===== config.mk =====
export PLATFORM = sky130hd
export DESIGN_NAME = z80_bus_bridge
export DESIGN_NICKNAME = d
export VERILOG_FILES = /design/src/rtl/z80_bus_bridge.sv
export SDC_FILE = /design/constraint.sdc
export NUM_CORES = 1
export LEC_CHECK = 0
export BUFFER_PORTS_ARGS = -buffer_cell sky130_fd_sc_hd__clkbuf_2
export CAP_MARGIN = 20
export CORE_MARGIN = 5
export CORE_UTILIZATION = 54
export CTS_CLUSTER_DIAMETER = 60
export CTS_CLUSTER_SIZE = 40
export DETAILED_ROUTE_END_ITERATION = 10
export PLACE_DENSITY = 0.86
export SYNTH_ARGS = -nofsm -noshare
export SYNTH_HDL_FRONTEND = slang
export SYNTH_SLANG_ARGS = --single-unit

===== constraint.sdc =====
create_clock -name clk -period 3.8 [get_ports clk]
set_clock_uncertainty 0.2 [all_clocks]
set_input_delay 0.57 -clock clk [delete_from_list [all_inputs] [get_ports clk]]
set_output_delay 0.57 -clock clk [all_outputs]
set_load 0.01 [all_outputs]

===== src/rtl/z80_bus_bridge.sv =====
`default_nettype none
// ============================================================================
// Module   : z80_bus_bridge
// Brief    : Converts Z80-style CPU strobes into a single req/ack transaction
//            toward the memory/IO fabric. It stretches CPU cycles with wait,
//            answers interrupt acknowledge locally, and aborts hung requests.
// Revision : 1.0 - initial release
// ============================================================================
module z80_bus_bridge #(
  parameter int unsigned TIMEOUT_CYC = 255,
  parameter logic [7:0]  IDLE_DATA   = 8'hFF
) (
  input  logic        clk,
  input  logic        reset,
  input  logic        cpu_m1_n,
  input  logic        cpu_mreq_n,
  input  logic        cpu_iorq_n,
  input  logic        cpu_rd_n,
  input  logic        cpu_wr_n,
  input  logic        cpu_rfsh_n,
  input  logic [15:0] cpu_a,
  input  logic [7:0]  cpu_dout,
  output logic [7:0]  cpu_di,
  output logic        cpu_wait_n,
  output logic        mem_req,
  output logic        mem_we,
  output logic        mem_io,
  output logic [15:0] mem_addr,
  output logic [7:0]  mem_wdata,
  input  logic        mem_ack,
  input  logic [7:0]  mem_rdata,
  input  logic [7:0]  int_vector,
  output logic        inta,
  output logic        timeout_err
);

  localparam logic [1:0] S_IDLE = 2'd0;
  localparam logic [1:0] S_REQ  = 2'd1;
  localparam logic [1:0] S_DONE = 2'd2;
  localparam logic [1:0] S_INTA = 2'd3;

  // Counter value seen in the last REQ cycle before the abort fires.
  localparam logic [15:0] TO_LAST = 16'(TIMEOUT_CYC - 1);

  logic [1:0]  state_q, state_d;
  logic        mem_req_q, mem_req_d;
  logic        mem_we_q, mem_we_d;
  logic        mem_io_q, mem_io_d;
  logic [15:0] mem_addr_q, mem_addr_d;
  logic [7:0]  mem_wdata_q, mem_wdata_d;
  logic [7:0]  data_q, data_d;
  logic [15:0] cnt_q, cnt_d;
  logic        inta_q, inta_d;
  logic        terr_q, terr_d;

  // Strobe decode; refresh cycles (rfsh_n low) never start a transaction.
  logic rd_cyc, wr_cyc, ack_cyc, strobe_any;
  assign rd_cyc     = ~cpu_rd_n & (~cpu_mreq_n | ~cpu_iorq_n) & cpu_rfsh_n;
  assign wr_cyc     = ~cpu_wr_n & (~cpu_mreq_n | ~cpu_iorq_n) & cpu_rfsh_n;
  assign ack_cyc    = ~cpu_m1_n & ~cpu_iorq_n;
  assign strobe_any = ~cpu_rd_n | ~cpu_wr_n | ~cpu_mreq_n | ~cpu_iorq_n;

  // State register.
  always_ff @(posedge clk or posedge reset) begin
    if (reset) state_q <= S_IDLE;
    else       state_q <= state_d;
  end

  // Transaction latches, read-data register, timeout counter and pulses.
  always_ff @(posedge clk or posedge reset) begin
    if (reset) begin
      mem_req_q   <= 1'b0;
      mem_we_q    <= 1'b0;
      mem_io_q    <= 1'b0;
      mem_addr_q  <= 16'h0000;
      mem_wdata_q <= 8'h00;
      data_q      <= IDLE_DATA;
      cnt_q       <= 16'h0000;
      inta_q      <= 1'b0;
      terr_q      <= 1'b0;
    end else begin
      mem_req_q   <= mem_req_d;
      mem_we_q    <= mem_we_d;
      mem_io_q    <= mem_io_d;
      mem_addr_q  <= mem_addr_d;
      mem_wdata_q <= mem_wdata_d;
      data_q      <= data_d;
      cnt_q       <= cnt_d;
      inta_q      <= inta_d;
      terr_q      <= terr_d;
    end
  end

  // Next-state and datapath update; ack wins over timeout in the same cycle.
  always_comb begin
    state_d     = state_q;
    mem_req_d   = mem_req_q;
    mem_we_d    = mem_we_q;
    mem_io_d    = mem_io_q;
    mem_addr_d  = mem_addr_q;
    mem_wdata_d = mem_wdata_q;
    data_d      = data_q;
    cnt_d       = cnt_q;
    inta_d      = 1'b0;
    terr_d      = 1'b0;
    case (state_q)
      S_IDLE: begin
        if (ack_cyc) begin
          data_d  = int_vector;
          inta_d  = 1'b1;
          state_d = S_INTA;
        end else if (rd_cyc | wr_cyc) begin
          mem_addr_d  = cpu_a;
          mem_wdata_d = cpu_dout;
          mem_we_d    = wr_cyc;
          mem_io_d    = ~cpu_iorq_n;
          cnt_d       = 16'h0000;
          mem_req_d   = 1'b1;
          state_d     = S_REQ;
        end
      end
      S_REQ: begin
        if (mem_ack) begin
          mem_req_d = 1'b0;
          if (!mem_we_q) data_d = mem_rdata;
          // A CPU that already let go of its strobes goes straight back to idle.
          state_d = strobe_any ? S_DONE : S_IDLE;
        end else if (cnt_q >= TO_LAST) begin
          mem_req_d = 1'b0;
          data_d    = IDLE_DATA;
          terr_d    = 1'b1;
          state_d   = S_DONE;
        end else if (cnt_q != 16'hFFFF) begin
          cnt_d = cnt_q + 16'h0001;
        end
      end
      S_DONE, S_INTA: begin
        if (!strobe_any) state_d = S_IDLE;
      end
      default: state_d = S_IDLE;
    endcase
  end

  // Outputs; wait is combinational so it appears with the strobe itself.
  always_comb begin
    cpu_di      = ((state_q == S_DONE) || (state_q == S_INTA)) ? data_q : IDLE_DATA;
    cpu_wait_n  = 1'b1;
    if (!reset) begin
      if (state_q == S_REQ)
        cpu_wait_n = 1'b0;
      else if ((state_q == S_IDLE) && (rd_cyc | wr_cyc) && !ack_cyc)
        cpu_wait_n = 1'b0;
    end
    mem_req     = mem_req_q;
    mem_we      = mem_we_q;
    mem_io      = mem_io_q;
    mem_addr    = mem_addr_q;
    mem_wdata   = mem_wdata_q;
    inta        = inta_q;
    timeout_err = terr_q;
  end

endmodule
`default_nettype wire

==> After elaboration in Yosys (flattened, before gate mapping) <==
Cells that the tools add are included.
{ "word_totals": {"reg_bits": 55, "output_inout_bits": 38, "wordCells": 86} }
{ "classes": {"addsub": 1, "n_lt_le_gt_ge": 1, "n_eq_ne": 14, "muxes": 32, "bitwise_logic": 16, "reduce_logical": 12} }
{ "ops": {"columns": ["op", "n"], "rows": [
  ["$mux 16", 5],
  ["$mux 8", 5],
  ["$pmux 16 s2", 1],
  ["$add 16x1->16 const B", 1],
  ["$ge 16x8->1 const B", 1],
  ["$ne 16x16->1 const B", 1],
  ["$pmux 8 s2", 1],
  ["$ne 2x2->1 const B", 7],
  ["$mux 1", 12],
  ["$mux 2", 6],
  ["$ne 3x3->1 const B", 3],
  ["$reduce_and 4->1", 2],
  ["$not 1->1", 6],
  ["$pmux 2 s3", 1],
  ["$reduce_and 3->1", 2],
  ["$reduce_and 6->1", 1],
  ["$and 1x1->1", 5],
  ["$or 1x1->1", 5],
  ["$eq 2x2->1 const B", 2],
  ["$eq 2x1->1 const B", 1],
  ["$logic_and 1x1->1", 2],
  ["$logic_not 2->1", 1],
  ["$pmux 1 s2", 1],
  ["$reduce_bool 2->1", 1],
  ["3 further kinds", 3]
]} }

==> Longest topological paths before layout <==
Gate-level depths: netlist of run 1.
{ "depth": {"word_depth": 10, "depth_mapped": 7, "mapped_depth_nobuf": 6} }

==> Worst setup path before layout of run 1 <==
Ideal clock, no wire load.
{ "synth_path": {"path_type": "input to output", "start": "input cpu_mreq_n", "end": "output cpu_wait_n", "arrival_ns": 1.293, "t_required_ns": 3.030, "setup_slack_ns": 1.737, "path_stages": 5, "cell_sequence": "nand2_1 nand2_1 a21oi_1 a21oi_1 or3_1"} }
{ "synth_via": {"elab_chain_cells": 10, "word_cells_on_any_way": 12} }
{ "synth_lines": {"columns": ["item", "line_no", "source"], "rows": [
  ["from (decl)", "16", "input logic cpu_mreq_n,"],
  ["$not 1->1 *", "58, 59", null],
  ["$or 1x1->1 *", "58, 59", null],
  ["$and 1x1->1, on equally long branches (2 in series)", "58, 59", null],
  ["$or 1x1->1 *", "151", "else if ((state_q == S_IDLE) && (rd_cyc | wr_cyc) && !ack_cyc)"],
  ["$logic_and 1x1->1 * (2 in series)", "151", null],
  ["$mux 1 *", "151", null],
  ["$mux 1 *", "149", "if (state_q == S_REQ)"],
  ["$mux 1 *", "148", "if (!reset) begin"],
  ["to (decl)", "24", "output logic cpu_wait_n,"]
]} }
Every way passes the cells marked *; elsewhere a longest branch is shown, timed or not.

==> Final worst setup path of run 1 <==
{ "layout_path": {"start": "register state_q[0]", "end": "register cnt_q[1]"} }
{ "layout_via": {"elab_chain_cells": 3, "word_cells_on_any_way": 10} }
{ "layout_lines": {"columns": ["item", "line_no", "source"], "rows": [
  ["from (decl)", "45", "logic [1:0] state_q, state_d;"],
  ["from (signal assigned)", "66", "else state_q <= state_d;"],
  ["$eq 2x1->1 / $logic_not 2->1 (equally long branches)", "106", "case (state_q)"],
  ["$ne 2x2->1 (no line) / $reduce_bool 2->1 (equally long branches)", null, null],
  ["$reduce_and 6->1 (no line)", null, null],
  ["to (signal assigned)", "88", "cnt_q <= cnt_d;"],
  ["to (decl)", "52", "logic [15:0] cnt_q, cnt_d;"]
]} }
Parallel ways exist; a longest one is shown, timed or not.
A chain may end at the register's enable or synchronous reset.

==> flow_metrics.env, run 1 <==
export IMPL_cp_cell_sequence="nor2_1 -> nand4_2 -> buf_4 -> a2111oi_0 -> a21oi_1 -> o21ai_1"
export IMPL_yosys_warnings=0
export IMPL_cts_max_path_buffers=2
export IMPL_r2r_end="cnt_q[1]$_DFFE_PP0P_"
export IMPL_ctsHoldBuffers=0
export IMPL_port_buffers=86
export IMPL_final_period_utilization_pct=66.34
export IMPL_hold_violations=0
export IMPL_setup_slack_ns=1.279
export IMPL_die_w_um=79.31
export IMPL_syn2layout_area_growth_pct=21.03
export IMPL_synth_top_area_share_pct=45.34
export IMPL_synth_compound_area_share_pct=10.47
export IMPL_io_pins=87
export IMPL_final_seq_area_um2=1386
export IMPL_antenna_left=0
export IMPL_netlist_area_um2=2594
export IMPL_setup_violations=0
export IMPL_reg2reg_depth=6
export IMPL_grt_use_total_pct=17.39
export IMPL_critPathCaptureType="flip-flop"
export IMPL_powerDensity_nw_per_um2=641.0
export IMPL_tightest_slew_ns=0.5879
export IMPL_synth_seq_cells=55
export IMPL_ys_seq_area_share_pct=53.45
export IMPL_grt_first_pass_wirelength_um=8769
export IMPL_ctsResizeCount=0
export IMPL_nets=357
export IMPL_cts_tree="built"
export IMPL_whs_ns=0.03917
export IMPL_dr_total_vias=1986
export IMPL_async_flop_share_pct=100.0
export IMPL_cts_buffers_inserted=5
export IMPL_worstSetupStartpointType="flip-flop"
export IMPL_synthMuxAreaShare_pct=15.24
export IMPL_crit_reg2reg_launch="state_q[0]$_DFFE_PP0P_"
export IMPL_first_pass_iters=4
export IMPL_power_leakage_nw=1.688
export IMPL_outcome="finished clean"
export IMPL_critPathKind="flip-flop to flip-flop"
export IMPL_final_cell_mix="clkbuf_2, dfrtp_1, mux2_2, nand2_1, mux2i_1"
export IMPL_overflow=0
export IMPL_rows=25
export IMPL_drc=0
export IMPL_coreArea_um2=4692
export IMPL_cts_sinks=55
export IMPL_synth_adder_area_share_pct=0.9648
export IMPL_synth_top_family_by_area="simple AND/OR/NAND/NOR gates"
export IMPL_die_h_um=79.31
export IMPL_busiest_layer="met2"
export IMPL_hpwl_um=3884
export IMPL_post_place_ws_ns=1.289
export IMPL_relSlewSlack_pct=60.81
export IMPL_wl_per_cell_um=14.81
export IMPL_ys_types=45
export IMPL_use_met3_pct=4.762
export IMPL_max_stage_delay_ns=0.61
export IMPL_cts_setup_buffers=0
export IMPL_viasPerCell=5.501
export IMPL_synth_xor_area_share_pct=0
export IMPL_nFillCells=367
export IMPL_worstPathRequired_ns=3.83
export IMPL_fin_crit_ns=2.521
export IMPL_diodes=0
export IMPL_die_area_um2=6289
export IMPL_critical_path_arrival_ns=2.56
export IMPL_final_area_um2=3139
export IMPL_clock_fmax_mhz=396.7
export IMPL_cp_slowest_cell="dfrtp_1"
export IMPL_grt_pass1_vias=1993
export IMPL_yosys_area_top_type="dfrtp_1"
export IMPL_multi_input_area_um2=1090
export IMPL_fin_tns_setup_ns=0
export IMPL_rsz0062_at_grt="no"
export IMPL_netlist_top_cells_area="dfrtp_1, mux2_2, dfstp_2, mux2i_1, nand2_1"
export IMPL_r2r_slack_ns=1.28
export IMPL_cp_startpoint="state_q[0]$_DFFE_PP0P_"
export IMPL_cts_clk_slew_worst_paths_ns=0.10
export IMPL_insertion_delay_ns=0.31
export IMPL_placed_area_um2=3027
export IMPL_hp_class="input pin to asynchronous set/reset pin"
export IMPL_antenna_found_initial=0
export IMPL_syn_nets=274
export IMPL_drive_gt1_share_pct=45.93
export IMPL_synthSimpleGateAreaFrac_pct=15.34
export IMPL_final_common_cell="clkbuf_2"
export IMPL_drtIter0Drc=162
export IMPL_synthCells=223
export IMPL_maxCapViolations=0
export IMPL_gp_congestion=0.8180
export IMPL_synth_flop_cell="dfrtp_1"
export IMPL_syn_avg_cell_area_um2=11.63
export IMPL_grtUsageMet2_pct=30.30
export IMPL_finish_utilization_pct=66.91
export IMPL_crit_fanout=50
export IMPL_drt_wl_total_um=5348
export IMPL_grt_max_degree=56
export IMPL_ir_drop_mv=0.2882
export IMPL_h_tree_depth=2
export IMPL_met1_usage_pct=21.19
export IMPL_cts_root_buffer="clkbuf_8"
export IMPL_synth_edff_count=0
export IMPL_maxSlewViolCount=0
export IMPL_start_util_pct=55.28
## power by group
part	internal (W)	leakage, nW	switching, W
clock	0.000133	0.0461	0.000198
sequential	0.000814	0.687	0.000150
combinational	0.000349	0.955	0.000369
total	0.00130	1.69	0.000716
## how the worst max path moves through the flow
| stage | to | depth (start not counted) |
|---|---|---|
| 3_3_place_gp | cpu_wait_n | 7 |
| 4_1_cts | cnt_q[1]$_DFFE_PP0P_ | 6 |
| 3_5_place_dp | cnt_q[1]$_DFFE_PP0P_ | 7 |
| 5_1_grt | cnt_q[1]$_DFFE_PP0P_ | 6 |
| 6_report | cnt_q[1]$_DFFE_PP0P_ | 6 |
| 2_1_floorplan | cnt_q[0]$_DFFE_PP0P_ | 1 |
## layer usage
| layer | up-vias | share of wire, % |
|---|---|---|
| li1 | 949 | - |
| met1 | 937 | 41 |
| met2 | 88 | 49 |
| met3 | 12 | 7.9 |
| met4 | 0 | 1.3 |
| met5 | - | 0 |
## metrics by stage
| step | instances | total power [W] |
|---|---|---|
| floorplan | 223 | 0.001410 |
| CTS | 360 | 0.002032 |
| global route | 361 | 0.002154 |
| global placement | 352 | 0.001658 |
| finish | 361 | 0.002012 |
| detailed placement | 352 | 0.001699 |
## critical path, delay by kind of cell (launching register included)
family | cells | cell delay [ns]
buffers and inverters | 1 | 0.31
flip-flops | 1 | 0.61
AO/OA/AOI/OAI | 3 | 0.83
AND/OR/NAND/NOR | 2 | 0.46
## synth_stat cells, drive strengths merged, types with 3 or more instances
cell	number
mux2i	11
dfrtp	47
nand3	5
and2	8
o21ai	11
nand2	23
inv	12
nand4	7
o22ai	8
clkbuf	4
dfstp	8
mux2	25
nand2b	5
or3	3
a21oi	6
buf	8
nor2	7
## registers in the layout, indices dropped and copies added (netlist names)
register / cells
mem_wdata: 8
data_q: 8
cnt_q: 16
mem_req: 1
mem_we: 1
timeout_err: 1
state_q: 2
mem_addr: 16
inta: 1
mem_io: 1
## logic make-up after synthesis
family / Yosys count
compound gates: 38
fa+ha+maj: 2
buf+inv: 24
flops: 55
mux: 36
simple gates: 68
## final cells by class
class | instances | share of cell area [%]
Inverter | 12 | 1.435
Clock inverter | 3 | 0.7573
Tap cell | 54 | 2.152
Timing Repair Buffer | 88 | 14.59
Multi-Input combinational cell | 144 | 34.72
Sequential cell | 55 | 44.16
Clock buffer | 5 | 2.192
No activity file was read; power rests on OpenSTA's default activity.
==> run 2, diff against run 1 <==
Settings changed: CORE_UTILIZATION 54 to 50, PLACE_DENSITY 0.86 to 0.8.
Clock period 3.8 ns to 2.6 ns, I/O delays scaled along.
==> run 2 against run 1 <==
Effect of this change:
- via count down 2.3%
- global-route usage down 2.1 points
- sequential power up 44%
- clock power up 93%
- worst hold slack better by 0.0080 ns
- final cell count up 5.3%
- register-to-register slack worse by 0.77 ns
- combinational power up 50%
- maximum frequency up 21%
- critical path depth unchanged
- power up 54%
- sequential share of layout area down 0.96 points
- largest power group unchanged
==> flow_metrics.env, run 2 (synthesized netlist as in run 1, its figures left out) <==
export IMPL_die_h_um=82.03
export IMPL_hp_class="input pin to asynchronous set/reset pin"
export IMPL_ir_drop_mv=0.4573
export IMPL_drt_wl_total_um=5094
export IMPL_cts_setup_buffers=0
export IMPL_critPathCaptureType="flip-flop"
export IMPL_fin_crit_ns=2.091
export IMPL_tightest_slew_ns=0.6744
export IMPL_wl_per_cell_um=13.41
export IMPL_placed_area_um2=3077
export IMPL_busiest_layer="met2"
export IMPL_ctsResizeCount=0
export IMPL_relSlewSlack_pct=55.04
export IMPL_cts_clk_slew_worst_paths_ns=0.09
export IMPL_power_leakage_nw=1.716
export IMPL_ctsHoldBuffers=0
export IMPL_critPathKind="flip-flop to flip-flop"
export IMPL_h_tree_depth=2
export IMPL_syn2layout_area_growth_pct=23.73
export IMPL_grt_max_degree=56
export IMPL_fin_tns_setup_ns=0
export IMPL_cts_sinks=55
export IMPL_cts_tree="built"
export IMPL_cts_max_path_buffers=2
export IMPL_cts_root_buffer="clkbuf_8"
export IMPL_hpwl_um=3853
export IMPL_cts_buffers_inserted=5
export IMPL_viasPerCell=5.105
export IMPL_grt_first_pass_wirelength_um=8162
export IMPL_overflow=0
export IMPL_rows=26
export IMPL_grt_pass1_vias=1871
export IMPL_final_area_um2=3209
export IMPL_first_pass_iters=4
export IMPL_nets=360
export IMPL_drtIter0Drc=118
export IMPL_grt_use_total_pct=15.31
export IMPL_maxCapViolations=0
export IMPL_drc=0
export IMPL_antenna_found_initial=0
export IMPL_die_w_um=82.03
export IMPL_met1_usage_pct=18.60
export IMPL_final_period_utilization_pct=80.42
export IMPL_final_cell_mix="clkbuf_2, dfrtp_1, mux2_2, nand2_1, mux2i_1"
export IMPL_coreArea_um2=5075
export IMPL_critical_path_arrival_ns=2.12
export IMPL_clock_fmax_mhz=478.3
export IMPL_start_util_pct=51.11
export IMPL_powerDensity_nw_per_um2=967.9
export IMPL_io_pins=87
export IMPL_drive_gt1_share_pct=46.13
export IMPL_crit_fanout=8
export IMPL_hold_violations=0
export IMPL_gp_congestion=0.8842
export IMPL_worstSetupStartpointType="flip-flop"
export IMPL_worstPathRequired_ns=2.63
export IMPL_maxSlewViolCount=0
export IMPL_port_buffers=86
export IMPL_outcome="finished clean"
export IMPL_use_met3_pct=3.289
export IMPL_rsz0062_at_grt="no"
export IMPL_die_area_um2=6728
export IMPL_diodes=0
export IMPL_grtUsageMet2_pct=27.22
export IMPL_antenna_left=0
export IMPL_insertion_delay_ns=0.30
export IMPL_setup_violations=0
export IMPL_dr_total_vias=1940
export IMPL_final_common_cell="clkbuf_2"
==> run 2: cell types whose count changed in the layout (fill, tap and decap cells not counted), sizes merged <==
cell      delta
bufinv       +2
clkbuf       +1
clkinv       -1
inv          -1
clkinvlp     -1
buf          +3
==> run 2: layer usage <==
layer / wire length [um] / up-vias
li1: - / 961
met1: 2223 / 906
met2: 2457 / 67
met3: 378 / 6
met4: 34 / 0
met5: 0 / -
==> run 2: power breakdown <==
part | switching [W] | leakage, nW | internal, W
registers | 0.000197 | 0.687 | 0.00119
clock network | 0.000255 | 0.0654 | 0.000385
logic | 0.000553 | 0.964 | 0.000526
total | 0.00100 | 1.72 | 0.00210
==> run 2: area by class of cell <==
type	count	area [um2]
repair buffers	91	467.9
clock buffers	6	72.57
multi-input cells	144	1090
clock inverters	2	60.06
inverters	12	45.04
flip-flops and latches	55	1386
well taps	70	87.58
fillers	415	1866
==> run 2: final timing paths <==
kind / startpoint / to / slack [ns] / cells after the start
max: cnt_q[0]$_DFFE_PP0P_ / data_q[6]$_DFFE_PP1P_ / 0.51 / 6
min: reset / mem_we$_DFFE_PP0P_ / 0.05 / 3
max reg2reg: cnt_q[0]$_DFFE_PP0P_ / data_q[6]$_DFFE_PP1P_ / 0.51 / 6
min reg2reg: data_q[4]$_DFFE_PP1P_ / data_q[4]$_DFFE_PP1P_ / 0.29 / 2
max in group asynchronous: reset / cnt_q[4]$_DFFE_PP0P_ / 1.70 / 3
min in group clk: cpu_dout[0] / mem_wdata[0]$_DFFE_PP0P_ / 0.12 / 2
==> run 2: stage by stage <==
| stage | hold slack [ns] | setup slack (ns) | utilization, % | total power (W) | instances |
|---|---|---|---|---|---|
| CTS | 0.07946 | 0.5128 | 63.24 | 0.003154 | 380 |
| global placement | 0.2733 | 0.5797 | 60.63 | 0.002459 | 372 |
| global route | 0.09840 | 0.4114 | 63.24 | 0.003335 | 380 |
| floorplan | 0.2593 | 0.6605 | - | 0.002061 | 223 |
| finish | 0.04713 | 0.5091 | 63.24 | 0.003106 | 380 |
| detailed placement | 0.2754 | 0.5271 | 60.63 | 0.002499 | 372 |
==> run 2: critical path, stage by stage, from the launching register on <==
cell       delay (ns)
dfrtp_1          0.45
inv_1            0.07
ha_1             0.22
o2111a_4         0.31
nor2_4           0.11
a2bb2oi_4        0.33
mux2_4           0.33
